<file path="src/rtl/otter_mem_arb.sv">
// Two-port arbiter in front of a single-ported data memory (CPU data port 0, loader/debug port 1).
// Define OTTER_MEM_ARB_FIXED_PRIO_EN to give port 0 fixed priority instead of round-robin.
module otter_mem_arb #(
    parameter int unsigned MEM_SIZE = 65536
) (
    input  logic        clk,
    input  logic        rst_n,

    input  logic        p0_req,
    input  logic        p0_we,
    input  logic [3:0]  p0_strb,
    input  logic [31:0] p0_addr,
    input  logic [31:0] p0_wdata,
    output logic        p0_gnt,
    output logic        p0_done,
    output logic [31:0] p0_rdata,

    input  logic        p1_req,
    input  logic        p1_we,
    input  logic [3:0]  p1_strb,
    input  logic [31:0] p1_addr,
    input  logic [31:0] p1_wdata,
    output logic        p1_gnt,
    output logic        p1_done,
    output logic [31:0] p1_rdata,
    output logic        p1_err,

    output logic        dmem_r_en,
    output logic        dmem_w_en,
    output logic [3:0]  dmem_w_strb,
    output logic [31:0] dmem_addr,
    output logic [31:0] dmem_w_data,
    input  logic [31:0] dmem_r_data
);

    localparam logic [31:0] MEM_LIMIT = MEM_SIZE;

    typedef enum logic [1:0] {
        IDLE,
        ISSUE,
        RESP
    } state_t;

    state_t      state;
    state_t      state_next;

    logic        grant_any;
    logic        winner;
    logic        sel_we;
    logic [3:0]  sel_strb;
    logic [31:0] sel_addr;
    logic [31:0] sel_wdata;
    logic        sel_oob;

    logic        acc_owner;
    logic        acc_we;
    logic        acc_oob;
    logic [3:0]  acc_strb;
    logic [31:0] acc_addr;
    logic [31:0] acc_wdata;

`ifndef OTTER_MEM_ARB_FIXED_PRIO_EN
    // Points at the port that wins a tie; flips to the loser after every grant.
    logic        rr_ptr;
`endif

    // Gated by rst_n so no grant is offered while reset is held.
    assign grant_any = rst_n && (state == IDLE) && (p0_req || p1_req);

    always_comb begin
`ifdef OTTER_MEM_ARB_FIXED_PRIO_EN
        winner = !p0_req;
`else
        winner = (p0_req && p1_req) ? rr_ptr : p1_req;
`endif
        sel_we    = winner ? p1_we    : p0_we;
        sel_strb  = winner ? p1_strb  : p0_strb;
        sel_addr  = winner ? p1_addr  : p0_addr;
        sel_wdata = winner ? p1_wdata : p0_wdata;
        sel_oob   = winner && (p1_addr >= MEM_LIMIT);
    end

    always_comb begin
        state_next = state;
        case (state)
            IDLE:    if (grant_any) state_next = ISSUE;
            ISSUE:   state_next = RESP;
            RESP:    state_next = IDLE;
            default: state_next = IDLE;
        endcase
    end

    always_ff @(posedge clk or negedge rst_n) begin
        if (!rst_n) begin
            state     <= IDLE;
            acc_owner <= 1'b0;
            acc_we    <= 1'b0;
            acc_oob   <= 1'b0;
            acc_strb  <= '0;
            acc_addr  <= '0;
            acc_wdata <= '0;
`ifndef OTTER_MEM_ARB_FIXED_PRIO_EN
            rr_ptr    <= 1'b0;
`endif
        end else begin
            state <= state_next;
            if (grant_any) begin
                acc_owner <= winner;
                acc_we    <= sel_we;
                acc_oob   <= sel_oob;
                acc_strb  <= sel_strb;
                acc_addr  <= sel_addr;
                acc_wdata <= sel_wdata;
`ifndef OTTER_MEM_ARB_FIXED_PRIO_EN
                rr_ptr    <= ~winner;
`endif
            end
        end
    end

    // Address/data come straight from the capture registers, so they hold between accesses.
    always_comb begin
        p0_gnt      = grant_any && !winner;
        p1_gnt      = grant_any && winner;
        p0_done     = 1'b0;
        p1_done     = 1'b0;
        p1_err      = 1'b0;
        p0_rdata    = '0;
        p1_rdata    = '0;
        dmem_r_en   = 1'b0;
        dmem_w_en   = 1'b0;
        dmem_w_strb = '0;
        dmem_addr   = acc_addr;
        dmem_w_data = acc_wdata;

        case (state)
            ISSUE: begin
                dmem_r_en = !acc_we && !acc_oob;
                dmem_w_en = acc_we && !acc_oob;
                if (acc_we && !acc_oob) dmem_w_strb = acc_strb;
            end
            RESP: begin
                if (acc_owner) begin
                    p1_done = 1'b1;
                    p1_err  = acc_oob;
                    if (!acc_we && !acc_oob) p1_rdata = dmem_r_data;
                end else begin
                    p0_done = 1'b1;
                    if (!acc_we) p0_rdata = dmem_r_data;
                end
            end
            default: ;
        endcase
    end

endmodule

</file>
<file path="config.mk">
export PLATFORM = sky130hd
export DESIGN_NAME = otter_mem_arb
export DESIGN_NICKNAME = d
export VERILOG_FILES = /design/src/rtl/otter_mem_arb.sv
export SDC_FILE = /design/constraint.sdc
export NUM_CORES = 1
export LEC_CHECK = 0
export CELL_PAD_IN_SITES_DETAIL_PLACEMENT = 0
export CELL_PAD_IN_SITES_GLOBAL_PLACEMENT = 1
export CORE_ASPECT_RATIO = 0.5
export CORE_MARGIN = 2
export CORE_UTILIZATION = 21
export CTS_BUF_LIST = sky130_fd_sc_hd__clkbuf_4 sky130_fd_sc_hd__clkbuf_8 sky130_fd_sc_hd__clkbuf_16
export DETAILED_ROUTE_END_ITERATION = 16
export PLACE_DENSITY_LB_ADDON = 0.1
export SLEW_MARGIN = 20
export SYNTH_ARGS = -nofsm -noshare
export SYNTH_HDL_FRONTEND = slang
export SYNTH_SLANG_ARGS = --single-unit
export TNS_END_PERCENT = 30
</file>
<file path="constraint.sdc">
create_clock -name clk -period 1.3 [get_ports clk]
set_input_delay 0.13 -clock clk [delete_from_list [all_inputs] [get_ports clk]]
set_output_delay 0.13 -clock clk [all_outputs]
set_load 0.1 [all_outputs]
</file>
==> summary.md <==
| Metric | Value |
|---|---|
| Worst path arrival time | 1810 ps |
| Slew Limit Headroom | 0.518 |
| IO buf count | 312 |
| Routed length per placed instance | 18.3 um |
| Comb power frac | 0.624 |
| DRC violation count after routing | 0 |
| Worst Skew | 3.11 ps |
| Io pins | 313 |
| Biggest fanout along the worst timing path | 32 |
| Area overhead of the layout relative to synthesis | 142% |
| Path type of the worst min-delay path | in -> async |
| Synthesized-area fraction occupied by ao, oa, aoi and oai cells | 0.316 |
| Starting Density | 0.213 |
| Peak Freq | 0.516 GHz |
| Non-filler instance count after layout | 914 |
| Net count of the mapped netlist | 518 |
| Height of the die | 100 um |
| Mux share of post-synthesis cell area | 0 |
| Clock tree from TritonCTS | built |
| Die X-Extent | 196 um |
| Startpoint-to-endpoint class of the critical path | reg -> out |
| Count of clock tree sinks | 74 |
| Wire length of the first global-routing pass | 25600 um |
| Number of pins with negative max-slew slack in the final report | 0 |
| Flip-flop and latch count after synthesis | 74 |
| Share of synthesized area occupied by flip-flops and latches | 0.476 |
| Most common library cell in the layout ignoring fill and taps | clkdlybuf4s50_1 |
| Number of inserted filler cells in the final layout | 1607 |
| Fraction of final layout cells with drive strength greater than 1 | 0.409 |
| Finished Core Util | 0.514 |
| Crit share post-route | 1.49 |
| Internal power | 8.37 mW |
| Area share of xor/xnor cells in the synthesized design | 0 |
| Area inside the core boundary | 18300 um^2 |
| Sw Share | 0.478 |
| Number of vias per cell | 4.53 |
| Count of different cell masters after synthesis | 22 |
| Maximum number of pins on one net before global-route repair | 75 |
| Dominant combinational cell family by area after synthesis | compound AO/OA/AOI/OAI gates |
| Placed Instances | 894 |
| Setup repair after global routing missed its margin | true |
| Reg-to-reg critical path startpoint | state[1]$_DFFE_PN0P_ |
| Net load switching power | 7.67 mW |
| Total via count after detailed routing | 4139 |
| Setup crit start kind | flop |
| Half-perimeter wire length after detailed placement | 12600 um |
| Critical path data required time | 1170 ps |
| Worst IR Drop VDD | 1.11 mV |
| Fin crit period | 1940 ps |
| Final-stage net count | 843 |
| Buffers from clock root to sink, at most | 2 |
| Synthesized instance count | 344 |
| Vias in the first global route | 4316 |
| Worst reg-to-reg setup slack | -320 ps |
| Weighted congestion reported at the end of routability-driven placement | 0.732 |
| Area of the mapped netlist | 3890 um^2 |
| Worst reg-to-reg path cell count | 4 |
| Relative contribution of the clock network to total power | 0.152 |
| Final worst hold slack | -65.3 ps |
| Final hold vios | 74 |
| Area taken by multi-input logic gates | 1980 um^2 |
| Placement Rows | 35 |
| Max Cap Violations | 0 |
| Count of warnings emitted by yosys | 0 |
| Violations in the final reports | hold timing, setup timing |
| Endpoints failing setup | 148 |
| Leftover overflow at the end of global routing | 0 |
| Run status | finished with violations |
| Sequential group share of total power | 0.224 |
| Clock latency at the later pin of the worst-skew pair | 330 ps |
| Count of TritonRoute iterations in the first routing pass | 5 |
| Adder and majority gate portion of the synthesized area | 0 |
| Total CTS buffers | 9 |
| Area of all sequential standard cells | 1850 um^2 |
| Setup tns final | -64420 ps |
| Synthesized area per cell | 11.3 um^2 |
| Die outline area | 19700 um^2 |
| Capture instance of the worst register-to-register path | dmem_addr[10]$_DFFE_PN0P_ |
| Antenna-violating nets left | 0 |
| CTS Root Cell | clkbuf_16 |
| Total wirelength of the detailed-routed design | 16700 um |
| Clock transition time at the flip-flop clock pins of the worst setup and hold paths | 60 ps |
| Tot GR Track Use | 0.168 |
| Antenna diode count | 0 |
| Htree depth | 3 |
| Final worst slack | -638 ps |
| Leakage power total | 3.95 nW |
| Critical Path Sink Type | output pin |
| Slew at the pin with the worst max-slew slack | 723 ps |
| Post-synthesis simple-gate area fraction | 0.148 |
| Total power divided by cell area | 1710 nW/um^2 |
| Leading cell types in the layout, fill and taps excluded | 172 x clkdlybuf4s50_1, 150 x buf_12, 74 x dfrtp_1 |
| Antenna violations before repair | 0 |
| Violation count after the first detailed-routing iteration | 121 |
## cell families (layout without fill, tap and decap cells)
logic type	after synthesis	count (layout)
compound gates	141	141
simple gates	90	90
flops	74	74
buf+inv	39	369
## worst max path at each step
stage,startpoint,end,slack [ps],cells past startpoint
after floorplan,acc_owner$_DFFE_PN0P_,p0_rdata[10],-890,4
after global placement,p1_req,dmem_addr[15]$_DFFE_PN0P_,-330,5
after detailed placement,p1_req,dmem_w_data[20]$_DFFE_PN0P_,-340,5
after CTS,state[0]$_DFFE_PN0P_,p0_rdata[31],-660,6
after global routing,state[0]$_DFFE_PN0P_,p1_rdata[10],-730,5
final,state[0]$_DFFE_PN0P_,p1_rdata[26],-640,5
## registers in the layout, summed over array words and instances (netlist names)
signal       count
acc_owner        1
acc_we           1
rr_ptr           1
acc_strb         4
acc_oob          1
dmem_addr       32
dmem_w_data     32
state            2
## area by class of cell
class / count / area share
Timing Repair Buffer: 352 / 0.529
Multi-Input combinational cell: 231 / 0.211
Sequential cell: 74 / 0.197
Tap cell: 240 / 0.0320
Clock buffer: 14 / 0.0300
Clock inverter: 2 / 0.00107
Inverter: 1 / 0.000400
## routing by layer
| layer | share of wire | GRT usage |
|---|---|---|
| met5 | 0 | 0 |
| met3 | 0.074 | 0.0497 |
| met2 | 0.49 | 0.283 |
| met1 | 0.42 | 0.217 |
| met4 | 0.0096 | 0.0297 |
## power by group through the flow
stage	Sequential (mW)	Clock (mW)	Combinational (mW)
after CTS	3.60	2.54	10.0
after floorplan	7.35	0	1.95
after global routing	3.68	2.62	10.3
after global placement	3.61	0	9.94
after detailed placement	3.61	0	9.98
final	3.59	2.44	10.0
## repair_timing
action,4_1_cts,5_1_grt
pin swaps,2,10
hold buffers,0,0
resized for setup,6,36
setup endpoints to repair,147,148
setup buffers,0,4
## synthesized netlist by cell type (all sizes together)
cell / count / area, um^2
nand4: 1 / 6.26
a22o: 1 / 8.76
clkbuf: 13 / 48.8
a221o: 69 / 691
dfrtp: 74 / 1850
and2: 69 / 432
a21oi: 2 / 10.0
a21boi: 69 / 518
nand2b: 1 / 6.26
inv: 1 / 3.75
and3: 2 / 12.5
or2: 1 / 6.26
nor4: 4 / 25.0
nor3b: 4 / 40.0
nor2: 2 / 7.51
nor2b: 1 / 6.26
buf: 25 / 181
nand2: 2 / 7.51
and2b: 1 / 7.51
and3b: 2 / 17.5
## per-stage QoR
step           power [mW]  setup WS [ps]  cell area, um^2
2_1_floorplan        9.29           -895             4040
3_3_place_gp         13.5           -326             9010
3_5_place_dp         13.6           -342             9010
4_1_cts              16.1           -664             9330
5_1_grt              16.6           -725             9390
6_report             16.0           -638             9390
## critical path, stage by stage (launching register included)
cell,delay (ps)
dfrtp_1,430
and3b_2,270
nor3b_4,220
buf_12,190
and2_2,190
buf_12,180
(Power assumes the default switching activity.)
